**config.mk**
```make
export PLATFORM = sky130hd
export DESIGN_NAME = spi_master_arbiter
export DESIGN_NICKNAME = d
export VERILOG_FILES = /design/src/rtl/spi_master_arbiter_pkg.sv /design/src/rtl/spi_master_arbiter_rr_select.sv /design/src/rtl/spi_master_arbiter.sv
export SDC_FILE = /design/constraint.sdc
export NUM_CORES = 1
export LEC_CHECK = 0
export ABC_AREA = 1
export BUFFER_PORTS_ARGS = -buffer_cell sky130_fd_sc_hd__buf_2
export CAP_MARGIN = 10
export CORE_AREA = 2 2 80 82
export CTS_CLUSTER_SIZE = 25
export DETAILED_ROUTE_END_ITERATION = 10
export DIE_AREA = 0 0 82 84
export GPL_ROUTABILITY_DRIVEN = 0
export PLACE_DENSITY = 0.72
export SLEW_MARGIN = 20
export SYNTH_ARGS = -nofsm -noshare
export SYNTH_HDL_FRONTEND = slang
export SYNTH_HIERARCHICAL = 1
export SYNTH_SLANG_ARGS = --single-unit
```
**constraint.sdc**
```tcl
create_clock -name clk -period 2.05 [get_ports clk]
set_clock_uncertainty 0.05 [all_clocks]
set_input_delay 0.41 -clock clk [delete_from_list [all_inputs] [get_ports clk]]
set_output_delay 0.41 -clock clk [all_outputs]
set_load 0.1 [all_outputs]
```
**src/rtl/spi_master_arbiter_pkg.sv**
```systemverilog
// Shared SPI definitions: FSM state types for the SPI blocks and sizing helpers.
package spi_master_arbiter_pkg;

   typedef enum logic [1:0] {
      IDLE,
      SEND,
      WAIT
   } arb_state_e;

   typedef enum logic [1:0] {
      SPI_IDLE,
      SPI_START,
      SPI_XFER,
      SPI_DONE
   } spi_master_state_e;

   // Index width for n requesters, never narrower than one bit.
   function automatic int addr_bits(input int n);
      return (n <= 2) ? 1 : $clog2(n);
   endfunction

endpackage

```
**src/rtl/spi_master_arbiter_rr_select.sv**
```systemverilog
// Round-robin pick: first asserted request at or above the pointer, wrapping to 0.
module spi_rr_select
   import spi_master_arbiter_pkg::*;
#(
   parameter  int NUM_REQS  = 2,
   localparam int ADDR_BITS = addr_bits(NUM_REQS)
) (
   input  logic [NUM_REQS-1:0]  i_val,
   input  logic [ADDR_BITS-1:0] i_ptr,
   output logic [ADDR_BITS-1:0] o_idx,
   output logic                 o_any_val
);

   logic [NUM_REQS-1:0] w_rot;
   logic [NUM_REQS-1:0] w_scan;
   logic                w_found;
   int unsigned         w_pos;

   always_comb begin
      // Rotating the doubled vector puts requester ptr at bit 0.
      w_rot   = NUM_REQS'({i_val, i_val} >> i_ptr);
      w_scan  = '0;
      w_found = 1'b0;
      w_pos   = 0;
      o_idx   = '0;
      for (int unsigned k = 0; k < NUM_REQS; k++) begin
         w_scan = w_rot >> k;
         if (!w_found && w_scan[0]) begin
            w_found = 1'b1;
            w_pos   = 32'(i_ptr) + k;
            if (w_pos >= NUM_REQS) begin
               w_pos = w_pos - NUM_REQS;
            end
            o_idx = ADDR_BITS'(w_pos);
         end
      end
   end

   assign o_any_val = |i_val;

endmodule

```
**src/rtl/spi_master_arbiter.sv**
```systemverilog
// Shares one SPI master among NUM_REQS requesters with round-robin grant,
// one request/response transaction at a time.
module spi_master_arbiter
   import spi_master_arbiter_pkg::*;
#(
   parameter  int NBITS     = 32,
   parameter  int NUM_REQS  = 2,
   localparam int ADDR_BITS = addr_bits(NUM_REQS)
) (
   input  logic                      clk,
   input  logic                      reset,

   input  logic [NUM_REQS*NBITS-1:0] req_recv_msg,
   input  logic [NUM_REQS-1:0]       req_recv_val,
   output logic [NUM_REQS-1:0]       req_recv_rdy,

   output logic [NUM_REQS*NBITS-1:0] req_send_msg,
   output logic [NUM_REQS-1:0]       req_send_val,
   input  logic [NUM_REQS-1:0]       req_send_rdy,

   output logic [NBITS-1:0]          spi_send_msg,
   output logic                      spi_send_val,
   input  logic                      spi_send_rdy,

   output logic [ADDR_BITS-1:0]      spi_cs_addr,
   output logic                      spi_cs_addr_val,

   input  logic [NBITS-1:0]          spi_recv_msg,
   input  logic                      spi_recv_val,
   output logic                      spi_recv_rdy
);

   arb_state_e           r_state;
   logic [ADDR_BITS-1:0] r_grant;
   logic [ADDR_BITS-1:0] r_ptr;

   logic [ADDR_BITS-1:0] w_idx;
   logic                 w_any_val;
   logic [ADDR_BITS-1:0] w_next_ptr;
   logic [NUM_REQS-1:0]  w_gmask;
   logic                 w_grant_send_rdy;

   spi_rr_select #(
      .NUM_REQS (NUM_REQS)
   ) u_rr_select (
      .i_val     (req_recv_val),
      .i_ptr     (r_ptr),
      .o_idx     (w_idx),
      .o_any_val (w_any_val)
   );

   assign w_gmask          = NUM_REQS'(1) << r_grant;
   assign w_grant_send_rdy = |(req_send_rdy & w_gmask);
   assign w_next_ptr       = (r_grant == ADDR_BITS'(NUM_REQS - 1)) ? '0 : r_grant + ADDR_BITS'(1);

   always_ff @(posedge clk) begin
      if (reset) begin
         r_state <= IDLE;
         r_grant <= '0;
         r_ptr   <= '0;
      end else begin
         unique case (r_state)
            IDLE: begin
               if (w_any_val) begin
                  r_grant <= w_idx;
                  r_state <= SEND;
               end
            end
            SEND: begin
               if (spi_send_rdy) begin
                  r_state <= WAIT;
               end
            end
            WAIT: begin
               if (spi_recv_val && w_grant_send_rdy) begin
                  r_state <= IDLE;
                  r_ptr   <= w_next_ptr;
               end
            end
            default: r_state <= IDLE;
         endcase
      end
   end

   // Handshakes pass straight through for the granted requester only.
   always_comb begin
      spi_send_val    = 1'b0;
      spi_cs_addr_val = 1'b0;
      spi_recv_rdy    = 1'b0;
      req_recv_rdy    = '0;
      req_send_val    = '0;
      unique case (r_state)
         SEND: begin
            spi_send_val    = 1'b1;
            spi_cs_addr_val = 1'b1;
            req_recv_rdy    = spi_send_rdy ? w_gmask : '0;
         end
         WAIT: begin
            spi_recv_rdy = w_grant_send_rdy;
            req_send_val = spi_recv_val ? w_gmask : '0;
         end
         default: ;
      endcase
   end

   assign spi_send_msg = NBITS'(req_recv_msg >> (32'(r_grant) * 32'(NBITS)));
   assign spi_cs_addr  = r_grant;
   assign req_send_msg = {NUM_REQS{spi_recv_msg}};

endmodule

```
## After elaboration in Yosys (flattened, before gate mapping)

Index checks and enable logic that the tools add are counted.

- Bits in registers: 4
- Input bits: 104
- Output and inout port bits: 104

- $add $sub $neg: 4
- Order comparisons: 2
- Equal/unequal tests: 5
- Shifts and indexed selects: 3
- Muxes and demuxes: 16
- Bitwise logic cells: 1
- Reduce and logical (&&, ||, !) cells: 9

Operators by type and width:

| cell | number |
|---|---|
| $shr 64x6->32 | 1 |
| $mux 2 | 7 |
| $mux 1 | 8 |
| $pmux 2 s3 | 1 |
| $ne 2x2->1 const B | 2 |
| $reduce_and 2->1 | 2 |
| $reduce_or 2->1 | 2 |
| $shr 4x1->2 | 1 |
| $reduce_and 3->1 | 1 |
| $add 1x1->2 const B | 1 |
| $and 2x2->2 | 1 |
| $eq 2x1->1 const B | 1 |
| $eq 2x2->1 const B | 1 |
| $ge 1x2->1 const B | 1 |
| $ge 2x2->1 const B | 1 |
| $logic_and 1x1->1 | 2 |
| $logic_not 2->1 | 1 |
| $ne 2x1->1 const B | 1 |
| $shl 1x1->2 const A | 1 |
| $sub 1x1->1 const B | 2 |
| $add 1x1->1 const B | 1 |
| $logic_not 1->1 | 1 |

## Logic depth before layout (Yosys ltp)

Gate-level depths: netlist (run 1).

- Word-level depth: 6
- Depth in mapped cells: 8
- Gate-level depth less buffers: 7

## Hierarchy

The synthesis (run 1) kept the hierarchy.

By module, submodules not included:

| module | times used | cells each | area an instance (um^2) |
|---|---|---|---|
| spi_master_arbiter | 1 | 204 | 1116.1 |
| spi_rr_select | 1 | 4 | 18.8 |

## Worst setup path after synthesis (run 1)

No wires, ideal clock.

- Path type: register to output
- Start point: register r_grant, in the netlist spi_cs_addr
- End point: output port req_send_val[1]
- Data arrival time: 3.302 ns
- Required time: 1.590 ns
- Slack: -1.712 ns
- Cell stages (with the launch flop): 4
- Path buffers: 1
- Cell sequence: dfxtp_1 -> buf_6 -> inv_6 -> nor3_1

- Longest elaborated chain between the ends: 3

RTL lines:

| what | RTL line | source |
|---|---|---|
| from (decl) | spi_master_arbiter.sv:34 | `logic [ADDR_BITS-1:0] r_grant;` |
| from (signal assigned) | spi_master_arbiter.sv:65 | `r_grant <= w_idx;` |
| $shl 1x1->2 | spi_master_arbiter.sv:52 | `assign w_gmask = NUM_REQS'(1) << r_grant;` |
| $mux 2 | spi_master_arbiter.sv:100 | `req_send_val = spi_recv_val ? w_gmask : '0;` |
| $mux 2 | spi_master_arbiter.sv:92 | `unique case (r_state)` |
| to (decl) | spi_master_arbiter.sv:18 | `output logic [NUM_REQS-1:0] req_send_val,` |

Every way passes these cells.

## Final worst setup path (run 1)

- Start point: register r_grant, in the netlist spi_cs_addr
- End point: output port spi_send_msg[19]

- Longest elaborated chain between the ends: 1

RTL lines:

| what | RTL line | source |
|---|---|---|
| $shr 64x6->32 | spi_master_arbiter.sv:106 | `assign spi_send_msg = NBITS'(req_recv_msg >> (32'(r_grant) * 32'(NBITS)));` |
| to (decl) | spi_master_arbiter.sv:21 | `output logic [NBITS-1:0] spi_send_msg,` |

Every way passes these cells.

==> summary.md, run 1 <==
| Metric | Value |
|---|---|
| Most frequent cell after synthesis | `nand2_1` |
| Tot Pwr | `1430 uW` |
| Syn Area/Cell | `5.46 um^2` |
| Hold Path End | `r_ptr` |
| Row Count | `29` |
| Gr usage total | `0.0945` |
| CTS tree | `done` |
| Flop-to-flop setup slack | `860 ps` |
| Clk Latency, worst-skew pair | `220 ps` |
| Final Cycle Share | `0.947` |
| Crit path DAT | `1480 ps` |
| Grt ovf | `0` |
| Horiz. Die Dim | `82 um` |
| CP max-delay cell | `buf_2` |
| # diodes | `0` |
| Setup TNS Final | `0 ps` |
| EDFF count, synth | `0` |
| Unique masters post-synth | `15` |
| Root buf cell | `clkbuf_8` |
| CP cell instances | `buf_4 > nand2_1 > nand2_2 > buf_2` |
| Area leader, netlist | `buf_4` |
| Min-delay src | `reset` |
| Initial antenna violation count | `0` |
| Actual slew at the worst max-slew pin | `489 ps` |
| Crit-path leading delay family | `buffers and inverters` |
| Hold path cells | `2` |
| R2R Path End | `r_ptr` |
| Crit path largest cell delay | `420 ps` |
| Area of the multi-input gates | `623 um^2` |
| Iter 0 DRT Violations | `12` |
| Cts bufs inserted | `3` |
| Routed via count | `1249` |
| P&R area growth vs syn | `51.7%` |
| Post-CTS Resized | `0` |
| Yosys warns | `6` |
| Post-synth top area share | `0.430` |
| Max rail drop VDD | `0.589 mV` |
| R2R Path Start | `spi_cs_addr` |
| Clk sink count | `4` |
| Met3 Use GR | `0.0108` |
| DRT antenna net count | `0` |
| Die Area | `6890 um^2` |
| Highest clock rate | `0.515 GHz` |
| First-pass detailed-route iteration total | `3` |
| Reg area | `81.3 um^2` |
| Min Hold Slack | `350 ps` |
| Top cells by area, synth | `buf_4, nand2_1, dfxtp_1, buf_2, inv_1` |
| Max clock buf depth | `2` |
| Crit start category | `flip-flop` |
| Final WS setup | `109 ps` |
| Critical path endpoint category | `primary output` |
| M2 GR Usage | `0.166` |
| Seq cells post-synth | `4` |
| Ys flop type | `dfxtp_1` |
| Clk slew on worst S/H paths | `30 ps` |
| Async set-reset flop share out of synthesis | `0` |
| I/O Buffers | `111` |
| Cell count after synthesis | `208` |
| Setup WS pre-CTS | `332 ps` |
| Post-Syn Nets | `312` |
| Pwr dens | `832 nW/um^2` |
| Kind of critical path | `reg -> out` |
| CORE AREA | `6100 um^2` |
| DRC errors left | `0` |
| RSZ-0062 raised after global routing | `false` |
| Via density | `3.80` |
| Most utilized layer in the global route result | `met2` |
| Overall die height | `84 um` |
| Hold crit path type | `in -> reg` |
| Slew headroom | `0.676` |
| Final WL | `3480 um` |
| Layout cells sized above 1 | `0.623` |
| Path depth of the worst reg2reg path | `7` |
| Post-detail-place hpwl | `2920 um` |
| Met1 Resource Use GR | `0.0887` |
| Routed WL per cell | `10.6 um` |
| Seq/Total Area, Yosys | `0.0706` |
| Final hold vios | `0` |
| Worst path buffer plus inverter count | `2` |
| CTS H-tree lvls | `1` |
| I/O pins | `208` |
| # fillers | `668` |
| Vias in the first global route | `1107` |
| Status | `finished, final reports clean` |
| Tmin final | `1940 ps` |
| Fin nets | `358` |
| Setup violators final | `0` |
| Crit Path Max Fanout | `23` |
| Max Transition Viols Final | `0` |
| Hold buffers post-CTS | `0` |
| Pin count of the biggest net entering global routing | `37` |
| Worst Path Required | `1590 ps` |
| Most frequent cells after synthesis | `nand2_1, buf_4, inv_1` |
| First-pass GRT wire length | `5030 um` |
| Synthesized area | `1130 um^2` |
| MaxCap Viol Count | `0` |
| Starting Density | `0.186` |
| Post-CTS setup buffers | `0` |
| Static Leakage | `0.000977 uW` |
worst max-delay path by stage:
stage	from	cells after the start	to	slack (ps)
after floorplan	spi_cs_addr	3	req_send_val[1]	-130
final	spi_cs_addr	4	spi_send_msg[19]	110
after global placement	spi_cs_addr	4	spi_send_msg[15]	360
after global routing	spi_cs_addr	4	spi_send_msg[21]	30
after detailed placement	spi_cs_addr	4	spi_send_msg[19]	330
after CTS	spi_cs_addr	4	spi_send_msg[19]	90
registers in the layout, indices dropped and copies added (netlist names):
name / cells
r_ptr: 1
r_state: 2
spi_cs_addr: 1
per-layer routing:
layer / vias up / wire (um)
met5: - / 0
met4: 0 / 257
met3: 33 / 346
met2: 67 / 1660
met1: 506 / 1220
li1: 643 / -
cell type report:
type | count | share of cell area
repair buffers | 113 | 0.488
multi-input cells | 123 | 0.362
well taps | 77 | 0.0560
flip-flops and latches | 4 | 0.0472
clock buffers | 3 | 0.0240
inverters | 9 | 0.0225
metrics by stage:
step | area (um^2) | cells | utilization
CTS | 1720 | 329 | 0.282
detailed placement | 1680 | 326 | 0.276
global placement | 1680 | 326 | 0.276
global route | 1720 | 329 | 0.282
finish | 1720 | 329 | 0.282
floorplan | 1270 | 208 | -
layout by cell type, fill, tap and decap left out, drive strengths merged:
cell type	count
o21bai	1
inv	9
clkbuf	3
nor3	2
or2	1
nor2	5
buf	113
nand2	107
a21oi	5
nand3	2
dfxtp	4
kinds of logic (layout without fill, tap and decap cells):
logic type,Yosys count,after routing,synth area share
buf+inv,81,125,0.501
flops,4,4,0.0706
compound gates,6,6,0.0287
simple gates,117,117,0.400
worst register-to-register path, cell delays in order, from the launching register on:
cell	delay (ps)
dfxtp_2	360
buf_4	220
nand2_1	150
nand2_2	110
nand2_1	50
nand2_1	60
nand2_1	60
nor2_2	60
power breakdown:
part / internal (uW) / total [uW] / leakage (uW) / switching, uW
Combinational: 287 / 1170 / 0.000922 / 888
Clock: 125 / 168 / 0.0000216 / 42.3
Sequential: 85.2 / 90.8 / 0.0000332 / 5.59
Total: 497 / 1430 / 0.000977 / 936
Note: power is estimated with default switching activity, not from simulation.
==> run 2, diff against run 1 <==
CELL_PAD_IN_SITES_DETAIL_PLACEMENT = 1   (was not set)
CELL_PAD_IN_SITES_GLOBAL_PLACEMENT = 1   (was not set)
CORE_AREA = not set   (was 2 2 80 82)
CORE_ASPECT_RATIO = 1.75   (was not set)
CORE_MARGIN = 2   (was not set)
CORE_UTILIZATION = 15   (was not set)
DIE_AREA = not set   (was 0 0 82 84)
PLACE_DENSITY = 0.95   (was 0.72)
==> summary.md, run 2 (synthesized netlist as in run 1, its figures left out) <==
| Metric | Value |
|---|---|
| Status | `finished, final reports clean` |
| Row Count | `42 (+45%)` |
| Vias in the first global route | `1427 (+29%)` |
| Gr usage total | `0.109 (+0.0145)` |
| Horiz. Die Dim | `69.8 um (-15%)` |
| Setup violators final | `0 (unchanged)` |
| Root buf cell | `clkbuf_16` |
| I/O pins | `208 (unchanged)` |
| Hold buffers post-CTS | `0 (unchanged)` |
| Static Leakage | `0.000964 uW (-1.3%)` |
| Max rail drop VDD | `0.511 mV (-13%)` |
| Clock share of power | `0.200 (+0.083)` |
| Commonest non-fill, non-tap cells in the layout | `buf_2, nand2_1, nand2_2` |
| Clk Latency, worst-skew pair | `230 ps (about the same)` |
| # diodes | `0 (unchanged)` |
| Fin nets | `358 (unchanged)` |
| First-pass detailed-route iteration total | `3 (unchanged)` |
| DRT antenna net count | `0 (unchanged)` |
| CTS tree | `done` |
| Largest register FFs | `2 (unchanged)` |
| Crit start category | `flip-flop` |
| CTS H-tree lvls | `1 (unchanged)` |
| Final WS setup | `98.9 ps (-10.1 ps)` |
| Post-detail-place hpwl | `4130 um (+42%)` |
| Post-CTS setup buffers | `0 (unchanged)` |
| Via density | `4.10 (+7.9%)` |
| Final Cycle Share | `0.952 (+0.00492)` |
| Clk sink count | `4 (unchanged)` |
| Actual slew at the worst max-slew pin | `503 ps (+13.8 ps)` |
| Slew headroom | `0.667 (-0.00916)` |
| I/O Buffers | `111 (unchanged)` |
| Internal power | `579 uW (+17%)` |
| Layout cells sized above 1 | `0.623 (unchanged)` |
| Crit path DAT | `1490 ps (about the same)` |
| Grt ovf | `0 (unchanged)` |
| Initial antenna violation count | `0 (unchanged)` |
| P&R area growth vs syn | `49.1%` |
| Pwr dens | `911 nW/um^2 (+9.4%)` |
| Routed via count | `1393 (+12%)` |
| Clk slew on worst S/H paths | `30 ps (about the same)` |
| First-pass GRT wire length | `7040 um (+40%)` |
| Net Sw Power | `961 uW (+2.7%)` |
| Tmin final | `1950 ps (+10.1 ps)` |
| DRC errors left | `0 (unchanged)` |
| Worst Path Required | `1590 ps (about the same)` |
| Switching share of power | `0.624 (-0.0293)` |
| Commonest non-fill, non-tap cell in the layout | `buf_2` |
| Die Area | `8300 um^2 (+21%)` |
| Logic pwr share | `0.739 (-0.081)` |
| Pin count of the biggest net entering global routing | `37 (unchanged)` |
| RSZ-0062 raised after global routing | `false` |
| # fillers | `971 (+45%)` |
| Iter 0 DRT Violations | `13 (+1)` |
| Kind of critical path | `reg -> out` |
| Highest clock rate | `0.513 GHz (-0.52%)` |
| Sequential power share | `0.062 (about the same)` |
| Final hold vios | `0 (unchanged)` |
| Crit Path Max Fanout | `36 (+57%)` |
| Routed WL per cell | `14.0 um (+32%)` |
| Post-CTS Resized | `0 (unchanged)` |
| Starting Density | `0.152 (-0.0341)` |
| Min Hold Slack | `347 ps (-2.71 ps)` |
| Critical path endpoint category | `primary output` |
| Most flops, register | `r_state` |
| Setup WS pre-CTS | `301 ps (-31.1 ps)` |
| Max clock buf depth | `2 (unchanged)` |
| CORE AREA | `7460 um^2 (+22%)` |
| Final WL | `4740 um (+36%)` |
| MaxCap Viol Count | `0 (unchanged)` |
| Hold crit path type | `in -> reg` |
| Cts bufs inserted | `3 (unchanged)` |
| Overall die height | `119 um (+42%)` |
| Max Transition Viols Final | `0 (unchanged)` |
==> run 2: cell type report <==
cell class	instances	area, um^2	share of cell area
inverter	9	38.8	0.0229
tap	88	110	0.0651
clock buffer	3	75.1	0.0444
multi-input combinational	123	623	0.368
sequential	4	81.3	0.0481
timing repair buffer	113	763	0.451
==> run 2: power groups by stage <==
stage / registers (uW) / clock network [uW] / logic [uW]
3_5_place_dp: 96.0 / 0 / 1150
4_1_cts: 94.9 / 317 / 1150
5_1_grt: 95.6 / 320 / 1190
6_report: 94.8 / 308 / 1140
2_1_floorplan: 106 / 0 / 1450
3_3_place_gp: 94.6 / 0 / 1130
==> run 2: path summary, 6_finish.rpt <==
kind	depth (start not counted)	slack, ps	start	endpoint
setup / recovery	4	100	spi_cs_addr	spi_send_msg[12]
hold / removal	2	350	reset	r_ptr
setup reg to reg	7	790	spi_cs_addr	r_ptr
hold reg to reg	4	480	r_ptr	r_ptr
==> run 2: routing by layer <==
metal,global-route usage,part of all wire,vias to the layer above
li1,-,-,645
met1,0.0960,0.28,589
met2,0.198,0.50,100
met3,0.0262,0.12,59
met4,0.0998,0.094,0
met5,0,0,-
==> run 2: critical path: stages, from the launching register on <==
cell and delay, ps:
dfxtp_2 370, inv_6 250, nand2_1 140, nand2_2 70, buf_2 410
==> run 2: per-stage QoR <==
| stage | TNS, ps | cell area [um^2] | power (uW) | util | std cells |
|---|---|---|---|---|---|
| finish | 0 | 1690 | 1540 | 0.227 | 340 |
| global route | 0 | 1690 | 1600 | 0.227 | 340 |
| CTS | 0 | 1690 | 1560 | 0.227 | 340 |
| detailed placement | 0 | 1620 | 1250 | 0.217 | 337 |
| global placement | 0 | 1620 | 1230 | 0.217 | 337 |
| floorplan | -130 | 1270 | 1550 | - | 208 |
==> run 3, diff against run 2 <==
CORE_MARGIN = 4   (was 2)
CORE_UTILIZATION = 14   (was 15)
PLACE_DENSITY = 0.93   (was 0.95)
clock period = 1.83 ns   (was 2.05 ns; I/O delays follow)
==> summary.md, run 3 (synthesized netlist as in run 1, its figures left out) <==
| Metric | Value |
|---|---|
| Status | `finished, final reports clean` |
| Crit path DAT | `1310 ps (-180 ps)` |
| Horiz. Die Dim | `76.1 um (+9.0%)` |
| Vias in the first global route | `1515 (+6.2%)` |
| Pwr dens | `960 nW/um^2 (+5.5%)` |
| Final core utilization | `0.264 (+0.0372)` |
| Root buf cell | `clkbuf_16` |
| CORE AREA | `7910 um^2 (+6.0%)` |
| CTS tree | `done` |
| Gr usage total | `0.0916 (-0.0175)` |
| Clk slew on worst S/H paths | `30 ps (about the same)` |
| Path depth of the worst reg2reg path | `6 (-1)` |
| Largest register FFs | `2 (unchanged)` |
| Iter 0 DRT Violations | `19 (+6)` |
| Grt ovf | `0 (unchanged)` |
| Routed via count | `1356 (-2.7%)` |
| Highest clock rate | `0.579 GHz` |
| Crit start category | `flip-flop` |
| DRT antenna net count | `0 (unchanged)` |
| Commonest non-fill, non-tap cell in the layout | `nand2_1` |
| R2R Path End | `r_state[1]` |
| Max rail drop VDD | `0.284 mV (-44%)` |
| Fin nets | `357 (-0.28%)` |
| Setup WS pre-CTS | `329 ps (+28.2 ps)` |
| Max clock buf depth | `2 (unchanged)` |
| Cts bufs inserted | `3 (unchanged)` |
| Crit. Startpoint | `spi_cs_addr` |
| Layout cells sized above 1 | `0.627 (+0.00397)` |
| Final hold vios | `0 (unchanged)` |
| Post-CTS setup buffers | `0 (unchanged)` |
| Setup TNS Final | `0 ps (unchanged)` |
| Die Area | `9670 um^2 (+16%)` |
| Worst Path Required | `1410 ps (-180 ps)` |
| R2R Path Start | `spi_cs_addr` |
| # diodes | `0 (unchanged)` |
| First-pass GRT wire length | `7200 um (+2.2%)` |
| I/O pins | `208 (unchanged)` |
| Hold buffers post-CTS | `0 (unchanged)` |
| Initial antenna violation count | `0 (unchanged)` |
| P&R area growth vs syn | `83.9%` |
| Clk sink count | `4 (unchanged)` |
| Crit Path Max Fanout | `36 (unchanged)` |
| Tot Pwr | `2000 uW (+30%)` |
| Critical path endpoint category | `primary output` |
| CTS H-tree lvls | `1 (unchanged)` |
| DRC errors left | `0 (unchanged)` |
| Final Cycle Share | `0.944` |
| First-pass detailed-route iteration total | `4 (+1)` |
| Tmin final | `1730 ps` |
| Flop-to-flop setup slack | `650 ps (-140 ps)` |
| Row Count | `43 (+2.4%)` |
| Starting Density | `0.143 (-0.00859)` |
| Setup violators final | `0 (unchanged)` |
| Hold Path End | `r_ptr` |
| Post-CTS Resized | `0 (unchanged)` |
| Final WL | `4700 um (-0.97%)` |
| Post-detail-place hpwl | `4080 um (-1.3%)` |
| Commonest non-fill, non-tap cells in the layout | `nand2_1, buf_2, buf_12` |
| Pin count of the biggest net entering global routing | `37 (unchanged)` |
| Via density | `3.96 (-3.2%)` |
| RSZ-0062 raised after global routing | `false` |
| Hold path cells | `2 (unchanged)` |
| Overall die height | `127 um (+6.7%)` |
| Hold crit path type | `in -> reg` |
| MaxCap Viol Count | `0 (unchanged)` |
| Most flops, register | `r_state` |
| Clk Latency, worst-skew pair | `230 ps (about the same)` |
| Kind of critical path | `reg -> out` |
| Min Hold Slack | `292 ps (-55.0 ps)` |
| Static Leakage | `0.00109 uW (+13%)` |
| Max Transition Viols Final | `0 (unchanged)` |
| Slew headroom | `0.676 (+0.00965)` |
| I/O Buffers | `111 (unchanged)` |
| Routed WL per cell | `13.7 um (-1.5%)` |
| Min-delay src | `reset` |
| Final WS setup | `103 ps (+3.96 ps)` |
| Actual slew at the worst max-slew pin | `489 ps (-14.6 ps)` |
==> run 3: layer usage <==
metal  up-vias  global-route usage  part of all wire
met5         -                   0                 0
met4         0              0.0762             0.082
met3        49              0.0282              0.12
met2        75               0.178              0.54
met1       587              0.0707              0.26
li1        645                   -                 -
==> run 3: area by class of cell <==
cell class,instances,area [um^2]
multi-input combinational,123,623
timing repair buffer,112,1150
inverter,9,41.3
fill,946,5820
clock buffer,4,78.8
tap,90,113
sequential,4,85.1
==> run 3: worst max-delay path by stage <==
stage,to,cells past startpoint
after CTS,spi_recv_rdy,4
after detailed placement,spi_recv_rdy,4
after global routing,spi_recv_rdy,4
after floorplan,req_recv_rdy[0],4
final,spi_recv_rdy,4
after global placement,spi_recv_rdy,4
==> run 3: stage by stage <==
step                      cell area (um^2)  instances
final                                 2090        342
after global routing                  2090        342
after CTS                             2090        342
after detailed placement              2010        338
after global placement                2010        338
after floorplan                       1280        208
==> run 3: critical path: stages, from the launching register on <==
cell     delay [ps]
dfxtp_4         390
inv_8           190
nand2_2         120
a21oi_4         160
buf_12          190
==> run 3: where the power goes <==
group	total (uW)	internal, uW	switching (uW)
clock	358	289	69.7
sequential	110	95.9	13.8
combinational	1540	502	1030
total	2000	886	1120
